==> src/rtl/spi_slave_apb_pkg.sv <==
// Shared types for the SPI-plug / auxiliary APB arbiter.
// Holds the FSM encoding, requester indices and the timeout fill bit.
package spi_slave_apb_pkg;

   typedef enum logic [1:0] {
      ST_IDLE   = 2'd0,
      ST_SETUP  = 2'd1,
      ST_ACCESS = 2'd2,
      ST_RESP   = 2'd3
   } apb_state_e;

   localparam logic REQ_SPI = 1'b0;
   localparam logic REQ_AUX = 1'b1;

   // replicated across the data width on a completer timeout
   localparam logic TIMEOUT_FILL = 1'b1;

endpackage

==> src/rtl/spi_slave_apb_arbiter_rr_pick.sv <==
// Two-way selector: a held lock beats round-robin, a tie goes
// to whoever did not own the bus last.
module spi_slave_apb_rr_pick
   import spi_slave_apb_pkg::*;
(
   input  logic [1:0] req,
   input  logic       last_grant,
   input  logic       lock_hold,
   output logic       valid,
   output logic       winner
);

   always_comb begin
      valid  = |req;
      winner = REQ_SPI;
      if (lock_hold && req[last_grant]) begin
         winner = last_grant;
      end else if (req == 2'b11) begin
         winner = ~last_grant;
      end else if (req[REQ_AUX]) begin
         winner = REQ_AUX;
      end else begin
         winner = REQ_SPI;
      end
   end

endmodule

==> src/rtl/spi_slave_apb_arbiter.sv <==
// Arbitrates the SPI plug and an auxiliary master onto one APB
// completer, with lock, round-robin and a completer wait timeout.
module spi_slave_apb_arbiter
   import spi_slave_apb_pkg::*;
#(
   parameter int APB_ADDR_WIDTH = 32,
   parameter int APB_DATA_WIDTH = 32,
   parameter int TIMEOUT_CYCLES = 256
) (
   input  logic                           pclk,
   input  logic                           preset,
   input  logic [1:0]                     s_psel,
   input  logic [1:0]                     s_penable,
   input  logic [1:0]                     s_pwrite,
   input  logic [1:0]                     s_lock,
   input  logic [1:0][APB_ADDR_WIDTH-1:0] s_paddr,
   input  logic [1:0][APB_DATA_WIDTH-1:0] s_pwdata,
   output logic [1:0][APB_DATA_WIDTH-1:0] s_prdata,
   output logic [1:0]                     s_pready,
   output logic [1:0]                     s_perr,
   output logic                           psel,
   output logic                           penable,
   output logic                           pwrite,
   output logic [APB_ADDR_WIDTH-1:0]      paddr,
   output logic [APB_DATA_WIDTH-1:0]      pwdata,
   input  logic [APB_DATA_WIDTH-1:0]      prdata,
   input  logic                           pready,
   output logic                           grant_id,
   output logic                           busy
);

   localparam logic [15:0] WAIT_LAST = 16'(TIMEOUT_CYCLES - 1);

   apb_state_e                state;
   apb_state_e                state_nx;
   logic                      last_grant;
   logic                      lock_hold;
   logic                      grant_q;
   logic                      err_q;
   logic                      write_q;
   logic [15:0]               wait_cnt;
   logic [APB_DATA_WIDTH-1:0] rsp_q;
   logic [APB_DATA_WIDTH-1:0] wdata_q;
   logic [APB_ADDR_WIDTH-1:0] addr_q;
   logic                      pick_valid;
   logic                      pick_id;
   logic                      timeout;
   logic                      deliver;
   logic                      live;

   spi_slave_apb_rr_pick u_pick (
      .req        (s_psel),
      .last_grant (last_grant),
      .lock_hold  (lock_hold),
      .valid      (pick_valid),
      .winner     (pick_id)
   );

   assign timeout = (wait_cnt == WAIT_LAST) && !pready;

   always_comb begin
      state_nx = state;
      unique case (state)
         ST_IDLE:   if (pick_valid) state_nx = ST_SETUP;
         ST_SETUP:  state_nx = ST_ACCESS;
         ST_ACCESS: if (pready || timeout) state_nx = ST_RESP;
         ST_RESP:   state_nx = ST_IDLE;
         default:   state_nx = ST_IDLE;
      endcase
   end

   always_ff @(posedge pclk) begin
      if (preset) begin
         state      <= ST_IDLE;
         last_grant <= REQ_AUX;
         grant_q    <= REQ_SPI;
         lock_hold  <= 1'b0;
         wait_cnt   <= '0;
         err_q      <= 1'b0;
         rsp_q      <= '0;
         addr_q     <= '0;
         wdata_q    <= '0;
         write_q    <= 1'b0;
      end else begin
         state <= state_nx;
         unique case (state)
            ST_IDLE: begin
               if (pick_valid) begin
                  grant_q <= pick_id;
                  addr_q  <= s_paddr[pick_id];
                  wdata_q <= s_pwdata[pick_id];
                  write_q <= s_pwrite[pick_id];
               end
            end
            ST_SETUP: wait_cnt <= '0;
            ST_ACCESS: begin
               if (pready) begin
                  rsp_q <= prdata;
                  err_q <= 1'b0;
               end else if (timeout) begin
                  rsp_q <= {APB_DATA_WIDTH{TIMEOUT_FILL}};
                  err_q <= 1'b1;
               end else begin
                  wait_cnt <= wait_cnt + 16'd1;
               end
            end
            ST_RESP: begin
               last_grant <= grant_q;
               lock_hold  <= s_lock[grant_q];
            end
            default: ;
         endcase
      end
   end

   // every output reads zero while reset is held
   assign live    = !preset;
   assign deliver = live && (state == ST_RESP)
                    && s_psel[grant_q] && s_penable[grant_q];

   assign psel     = live && ((state == ST_SETUP) || (state == ST_ACCESS));
   assign penable  = live && (state == ST_ACCESS);
   assign pwrite   = live && write_q;
   assign paddr    = live ? addr_q : '0;
   assign pwdata   = live ? wdata_q : '0;
   assign busy     = live && (state != ST_IDLE);
   assign grant_id = live && grant_q;

   always_comb begin
      s_pready          = '0;
      s_perr            = '0;
      s_prdata          = '0;
      s_pready[grant_q] = deliver;
      s_perr[grant_q]   = deliver && err_q;
      s_prdata[grant_q] = deliver ? rsp_q : '0;
   end

endmodule

==> config.mk <==
export PLATFORM = sky130hd
export DESIGN_NAME = spi_slave_apb_arbiter
export DESIGN_NICKNAME = d
export VERILOG_FILES = /design/src/rtl/spi_slave_apb_pkg.sv /design/src/rtl/spi_slave_apb_arbiter_rr_pick.sv /design/src/rtl/spi_slave_apb_arbiter.sv
export SDC_FILE = /design/constraint.sdc
export NUM_CORES = 1
export LEC_CHECK = 0
export BUFFER_PORTS_ARGS = -buffer_cell sky130_fd_sc_hd__buf_4
export CAP_MARGIN = 20
export CORE_MARGIN = 4
export CORE_UTILIZATION = 42
export DETAILED_ROUTE_END_ITERATION = 6
export PLACE_DENSITY_LB_ADDON = 0.3
export SLEW_MARGIN = 20
export SYNTH_ARGS = -nofsm -noshare
export SYNTH_HDL_FRONTEND = slang
export SYNTH_SLANG_ARGS = --single-unit
==> constraint.sdc <==
create_clock -name pclk -period 1.8 [get_ports pclk]
set_clock_uncertainty 0.15 [all_clocks]
set_input_delay 0.09 -clock pclk [delete_from_list [all_inputs] [get_ports pclk]]
set_output_delay 0.09 -clock pclk [all_outputs]
set_load 0.02 [all_outputs]
After elaboration in Yosys (flattened, before gate mapping)

Cells that the tools add are included.

Add/sub/neg operators: 1
Order comparisons: 4
Equal/unequal tests: 9
Multiplexer cells: 34
Bitwise operators: 4
Reductions and logical operators: 25

Operators with widths:

| kind                  | number |
|---|---|
| $mux 32               | 10 |
| $and 64x64->64        | 1 |
| $demux 32 s1          | 1 |
| $mux 16               | 2 |
| $pmux 16 s2           | 1 |
| $add 16x1->16 const B | 1 |
| $eq 16x8->1 const B   | 1 |
| $mux 1                | 16 |
| $logic_and 1x1->1     | 12 |
| $ne 2x2->1 const B    | 4 |
| $pmux 2 s4            | 1 |
| $eq 2x2->1 const B    | 3 |
| $lt 1x2->1 const B    | 3 |
| $reduce_and 2->1      | 3 |
| $reduce_bool 2->1     | 3 |
| $and 2x2->2           | 2 |
| $mux 2                | 2 |
| $reduce_and 3->1      | 1 |
| $eq 2x1->1 const B    | 1 |
| $logic_not 1->1       | 2 |
| $logic_not 2->1       | 1 |
| $logic_or 1x1->1      | 2 |
| $reduce_or 2->1       | 1 |
| $demux 1 s1           | 1 |
| 2 further kinds       | 2 |

Flip-flop bits (word level): 119
Input port bits: 171
Output and inout port bits: 137
Logic and storage cells: 87

Longest topological paths before layout

Gate-level depths: netlist (run 1).

Depth after elaboration: 6
Depth in mapped cells: 9
Gate-level depth less buffers: 7

By module

Synthesis (run 1) repeated with hierarchy kept, for this count alone.

Cells, all modules: 721
Area total of the unflattened synthesis: 6128.4 sq um

Modules (own cells, without submodules):

| module                | instances | cells each | area each (sq um) | sequential area each (sq um) |
|---|---|---|---|---|
| spi_slave_apb_arbiter | 1         | 718        | 6105.9            | 2382.3 |
| spi_slave_apb_rr_pick | 1         | 3          | 22.5              | 0.0 |

Least setup slack after synthesis (run 1)

OpenSTA, ideal clock, no wires.

Path kind: register -> register
From: register wait_cnt[0]
To: register rsp_q[12]
Library setup time: 0.141 ns
Arrival time: 1.689 ns
Required time: 1.509 ns
Path slack: -0.179 ns
Stages on the path, launching flop included: 10
Buffers on the path: 3
Period minus slack after synthesis: 1.979 ns
Cells stage by stage: dfxtp_1 ha_1 and4_1 buf_2 a41o_2 and2_1 buf_6 buf_6 nor2_1 nor3_2

Cells in the longest elaborated chain, start to end: 4

Ends and longest elaborated chain:

| item                               | RTL line                     | text |
|---|---|---|
| from (decl)                        | spi_slave_apb_arbiter.sv:41  | `logic [15:0] wait_cnt;` |
| from (signal assigned)             | spi_slave_apb_arbiter.sv:104 | `wait_cnt <= wait_cnt + 16'd1;` |
| $eq 16x8->1                        | spi_slave_apb_arbiter.sv:59  | `assign timeout = (wait_cnt == WAIT_LAST) && !pready;` |
| $logic_and 1x1->1                  | spi_slave_apb_arbiter.sv:59  |  |
| $reduce_bool 2->1 (no source line) | --                           |  |
| $reduce_and 2->1 (no source line)  | --                           |  |
| to (signal assigned)               | spi_slave_apb_arbiter.sv:98  | `rsp_q <= prdata;` |
| to (signal assigned)               | spi_slave_apb_arbiter.sv:101 | `rsp_q <= {APB_DATA_WIDTH{TIMEOUT_FILL}};` |
| to (decl)                          | spi_slave_apb_arbiter.sv:42  | `logic [APB_DATA_WIDTH-1:0] rsp_q;` |

No other way between the ends.
A chain may end at the register's enable or synchronous reset.

==> results of run 1 <==
-- kinds of logic (layout without fill, tap and decap cells) --
logic type | count (synthesis) | count (layout) | synth area share, %
simple gates | 358 | 358 | 32.3
flops | 119 | 119 | 38.2
compound gates | 107 | 107 | 12.1
buf+inv | 69 | 612 | 5.14
mux | 68 | 68 | 10.9
fa+ha+maj | 5 | 5 | 1.00
xor+xnor | 2 | 2 | 0.281
other cells | 0 | 5 | 0
-- what timing repair did --
action                                  4_1_cts  5_1_grt
cloned                                        2       10
hold buffers                                166        0
buffers inserted                              2       22
endpoints found under the hold margin       104        0
resized for setup                            39      170
endpoints found under the setup margin      118      179
pin swaps                                     2       54
-- worst register-to-register path, delay by kind of cell (launching register included) --
family,cells,cell delay (ps)
flip-flops,1,320
buffers and inverters,5,580
adder cells (fa/ha/maj),1,210
AND/OR/NAND/NOR,2,270
AO/OA/AOI/OAI,1,390
-- layout make-up --
class	instances	share of cell area, %
inverters	9	0.263
well taps	184	1.79
repair buffers	571	41.0
clock inverters	12	1.18
diodes	5	0.0975
multi-input cells	540	33.5
clock buffers	20	3.56
flip-flops and latches	119	18.6
-- per-stage QoR --
step	setup WS, ps	setup TNS, ps	utilization (%)
after global routing	-378	-30650	88.3
final	-306	-21360	88.3
after floorplan	-90.2	-2770	-
after global placement	-80.2	-838	63.9
after CTS	-224	-10990	80.6
after detailed placement	-103	-2150	63.9
-- power by group through the flow --
stage	clock (uW)	sequential, uW	combinational [uW]
floorplan	0	3720	3090
global placement	0	3780	4810
detailed placement	0	3810	4880
CTS	3540	3770	5250
global route	3710	4010	7770
finish	3600	3980	7500
-- final timing paths --
kind,cells after the start,from,to
setup reg to reg,9,state[1],wdata_q[6]
hold / removal,3,preset,state[1]
setup / recovery,7,state[0],s_prdata[29]
hold reg to reg,2,wdata_q[8],wdata_q[8]
-- state kept, by name (all words and copies together) (netlist names) --
register / flops
lock_hold: 1
wait_cnt: 16
err_q: 1
write_q: 1
grant_q: 1
state: 2
wdata_q: 32
rsp_q: 32
addr_q: 32
last_grant: 1
-- layout by cell type, fill, tap and decap left out, drive strengths merged, types with 3 or more instances in the layout --
cell	synthesis	final
nor2b	70	70
and2	68	68
nand2	11	11
nor2	142	142
nor4	3	3
clkinv	0	7
and3	4	4
a21oi	14	14
nand4	5	5
clkbuf	34	29
and4	3	3
dfxtp	119	119
inv	9	9
diode	0	5
dlygate4sd3	0	166
mux2i	68	68
bufinv	0	3
or3	4	4
nor3	36	36
o21ai	12	12
a21o	3	3
buf	26	396
nand3	8	8
ha	5	5
a211oi	68	68
-- per-layer routing --
| layer | vias to the layer above | part of all wire, % |
|---|---|---|
| met4 | 0 | 7.1 |
| met3 | 206 | 8.8 |
| met2 | 627 | 51 |
| met5 | - | 0 |
| li1 | 3555 | - |
| met1 | 3881 | 33 |
==> flow_summary.ini, run 1 <==
[global_routing]
grt_pass1_vias = 7995
grt_util_met2_pct = 54.4
track_usage_pct = 30.6
globalRoute.busiestLayer = met2
gr-total-overflow = 0
antenna_found_initial = 3
grt_max_degree = 82
gr-usage-met3_pct = 10.0
grt_first_pass_wirelength_mm = 40.8
use_met1_pct = 31.3

[power_and_ir_drop]
p_sw_uw = 5830
power_density_nw_per_um2 = 1170
power_leakage_uw = 0.00567
internal-power_uw = 9250
pwr-share-seq_pct = 26.4
switching_share_pct = 38.7
ir_worst_vdd_uv = 698
p_clk_share_pct = 23.9
combPwrFrac_pct = 49.7
power_uw = 15100

[status]
failed_checks = setup timing
outcome = finished, violations left

[sta]
slew_viol_final = 0
whs_ps = 48.7
relSlewSlack_pct = 52.2
rsz0062_at_grt = yes
finalHoldViolCount = 0
finalCritPeriodShare_pct = 117
finalCriticalPeriod_ps = 2110
setup_viol = 144
layout_setup_ws_ps = -306
tightest_slew_ps = 716
max_freq_mhz = 475

[cts]
numCtsBuffers = 17
cts_sinks = 119
cts_tree = yes
clockBufferDepth = 2
htreeDepth = 4
clock_latency_ps = 420
root_buffer = clkbuf_16
path_clk_slew_ps = 60

[final_layout]
multi_input_area_um2 = 4300
final_area_um2 = 12800
drive_above_1_share_pct = 48.6
ff_latch_area_um2 = 2390
fill_cells = 550
layout.cells.non_filler = 1460
area_delta_synth_final_pct = 106
nNetsFinal = 1434

[synth]
yosys.area.top_type = dfxtp_1
syn_inst = 728
synth.most_common_cell = nor2_1
synth_top_area_share_pct = 38.2
syn_area_um2 = 6230
ys_ff_latch = 119
synthTopCellsByArea = dfxtp_1, mux2i_1, a211oi_1, nor2_1, nor2b_1
ys_types = 45
synthTopCellsByCount = nor2_1, dfxtp_1, nor2b_1
async_flop_share_pct = 0
synthesis.nets = 904
synth-seq-area-share_pct = 38.2
ys.flop_type = dfxtp_1
yosysWarnings = 0
synth_edf_count = 0
avgSynthCellArea_um2 = 8.56

[floorplanning]
die_w_um = 130
rows = 44
dieArea_um2 = 16900
initial_core_util_pct = 42.9
core_um2 = 14500
io_pins = 308
chipHeight_um = 130

[drt]
viasPerCell = 5.66
drt_iter0_drc = 659
drcViolationCount = 0
wirelength_mm = 33.9
ant_nets = 0
vias = 8269
wire_per_inst_um = 23.2
drt-pass1-iter-count = 5

[worst_setup_path]
cpMaxStageDelayCell = dfxtp_2
critical_path_class = reg2out
worstPathCellList = buf_6, ha_4, nand4b_1, nor2_4, buf_6, and2_1, buf_6
critical_path.max_stage_delay_ps = 340
cp.arrival_ps = 1870
worst-path-buf-inv = 3
critical_path_required_ps = 1560
critPathLaunchType = register
cp-end-kind = output port
cp_common_cell = buf_6
crit_family = simple AND/OR/NAND/NOR gates
critPathMaxFanout = 11
ff2ff_setup_slack_ps = -260

[placement]
place_hpwl_mm = 14.3
io_buffers = 307
gp_congestion = 0.851
placed_area_um2 = 9290
dp.cells = 1222

[min_path]
hold_path.class = in2reg

[run]
cap_violations = 0
No activity file was read; power rests on OpenSTA's default activity.
==> run 2, diff against run 1 <==
ABC_AREA = 1   (was not set)
CORE_UTILIZATION = 43   (was 42)
==> flow_summary.ini, run 2 <==
[status]
outcome = finished, violations left
failed_checks = setup timing

[synth]
synthSimpleGateAreaFrac_pct = 25.3
ys_types = 34
ys_ff_latch = 119
synth_fa_ha_area_share_pct = 0.966
synth_edf_count = 0
synth-seq-area-share_pct = 36.8
synth_top_family_by_area = simple AND/OR/NAND/NOR gates
synth_compound_area_share_pct = 20.6
async_flop_share_pct = 0
synthTopCellsByArea = dfxtp_1, nand2_1, inv_1, nor2_1, o211ai_1
synthTopCellsByCount = nand2_1, inv_1, nor2_1, dfxtp_1, o211ai_1
synthesis.nets = 1178
muxShareOfSynthArea_pct = 0
yosysWarnings = 0
avgSynthCellArea_um2 = 6.46
synth.most_common_cell = nand2_1
syn_inst = 1002
syn_area_um2 = 6480
yosys.area.top_type = dfxtp_1
synth-xor-area-share_pct = 0.406
synth_top_area_share_pct = 36.8
ys.flop_type = dfxtp_1

[drt]
drt_iter0_drc = 683
drt-pass1-iter-count = 5
wire_per_inst_um = 18.7
ant_nets = 0
wirelength_mm = 31.5
vias = 9000
drcViolationCount = 0
viasPerCell = 5.34

[sta]
finalHoldViolCount = 0
setup_tns_ps = -18480
max_freq_mhz = 462
slew_viol_final = 0
layout_setup_ws_ps = -365
tightest_slew_ps = 482
rsz0062_at_grt = yes
finalCritPeriodShare_pct = 120
setup_viol = 67
relSlewSlack_pct = 67.9
finalCriticalPeriod_ps = 2160

[final_layout]
layout_commonest_cell = buf_4
fill_cells = 741
area_delta_synth_final_pct = 90.2
final_area_um2 = 12300
top_regs = addr_q (32), rsp_q (32), wdata_q (32)
final_cell_mix = buf_4, nand2_1, inv_1
final_core_util_pct = 84.2
nNetsFinal = 1657
drive_above_1_share_pct = 33.1

[power_and_ir_drop]
ir_worst_vdd_uv = 683
power_leakage_uw = 0.00557
power_density_nw_per_um2 = 1040

[placement]
io_buffers = 307
gp_congestion = 0.928
place_hpwl_mm = 14.7
placed_area_um2 = 9050

[floorplanning]
io_pins = 308
core_um2 = 14600
rows = 44
initial_core_util_pct = 44.2
dieArea_um2 = 17100
die_w_um = 131
chipHeight_um = 131

[cts]
path_clk_slew_ps = 60
clockBufferDepth = 2
numCtsBuffers = 17
cts_tree = yes
clock_latency_ps = 420
root_buffer = clkbuf_16
cts_sinks = 119
htreeDepth = 4

[worst_setup_path]
cpMaxStageDelayCell = dfxtp_2
cp_common_cell = buf_4
critical_path.max_stage_delay_ps = 350
cp-end-kind = output port
cp.arrival_ps = 1920
worstPathCellList = ha_4, nand3_4, buf_6, nor2_4, clkinv_4, buf_4, nor2_1, buf_4
cp-startpoint = state[1]
ff2ff_setup_slack_ps = 50
rr_startpoint = state[0]
critPathLaunchType = register
critical_path_class = reg2out
critical_path_required_ps = 1560
critPathMaxFanout = 7

[global_routing]
grt_pass1_vias = 8567
antenna_found_initial = 4
track_usage_pct = 31.2
grt_first_pass_wirelength_mm = 42.0
gr-total-overflow = 0
grt_max_degree = 121

[run]
cap_violations = 0

[min_path]
hold_path.class = in2reg
min_from = preset
run 2: cell types whose count changed in the layout (fill, tap and decap cells not counted), moves of 37 or more:
cell      delta
and2_1      -54
buf_4       -52
o211ai_1    +67
o21ai_1     +51
mux2i_1     -42
a211oi_2    -37
o21ai_0     +38
nor2b_1     -67
nand2_1    +200
inv_1      +180
run 2: final timing paths:
check                 endpoint  cells past startpoint
setup reg to reg     rsp_q[28]                      8
hold / removal     wait_cnt[3]                      3
setup / recovery  s_prdata[50]                      8
hold reg to reg   wait_cnt[11]                      2
run 2: where the power goes:
group          switching [uW]  total, uW  internal, uW
registers                 229       3530          3300
logic                    3220       5310          2090
clock network            1240       3950          2700
run 2: worst max-delay path: cells and delay by family (launching register included):
| kind | cells | cell delay (ps) |
|---|---|---|
| buffers and inverters | 4 | 610 |
| and+or+nand+nor | 3 | 370 |
| DFF | 1 | 350 |
| adders and majority gates | 1 | 170 |
run 2: cells by family after synthesis:
kind of cell,Yosys count
AND/OR/NAND/NOR,407
buffers and inverters,256
XOR/XNOR,3
adder cells (fa/ha/maj),5
flip-flops,119
AO/OA/AOI/OAI,212
run 2: routing by layer:
layer	global-route usage [%]	vias to the layer above	part of all wire, %
li1	-	4075	-
met1	33.1	4105	34
met2	53.4	614	49
met3	10.3	206	9.7
met4	19.2	0	7.5
met5	0	-	0
run 2: timing repair:
item,CTS,global route
gates cloned,2,5
hold buffers,169,0
pin swaps,4,4
endpoints found under the hold margin,101,0
setup endpoints to repair,68,122
resized for setup,57,120
setup buffers,8,4
run 2: stage by stage:
step           setup slack [ps]  hold WS (ps)  std cells  total power [uW]
3_3_place_gp                137           220       1459              7600
3_5_place_dp               84.3           234       1459              7680
4_1_cts                    -191          27.8       1670             12100
6_report                   -365          88.6       1684             12800
2_1_floorplan              63.1           132       1002              6140
5_1_grt                    -423          92.0       1682             13400
run 2: final cells by class:
cell class | instances | area, um^2 | share of cell area, %
Antenna cell | 6 | 15.0 | 0.122
Clock buffer | 20 | 467 | 3.79
Clock inverter | 12 | 221 | 1.80
Inverter | 197 | 754 | 6.12
Multi-Input combinational cell | 628 | 3510 | 28.5
Sequential cell | 119 | 2390 | 19.4
Tap cell | 184 | 230 | 1.87
Timing Repair Buffer | 518 | 4740 | 38.5
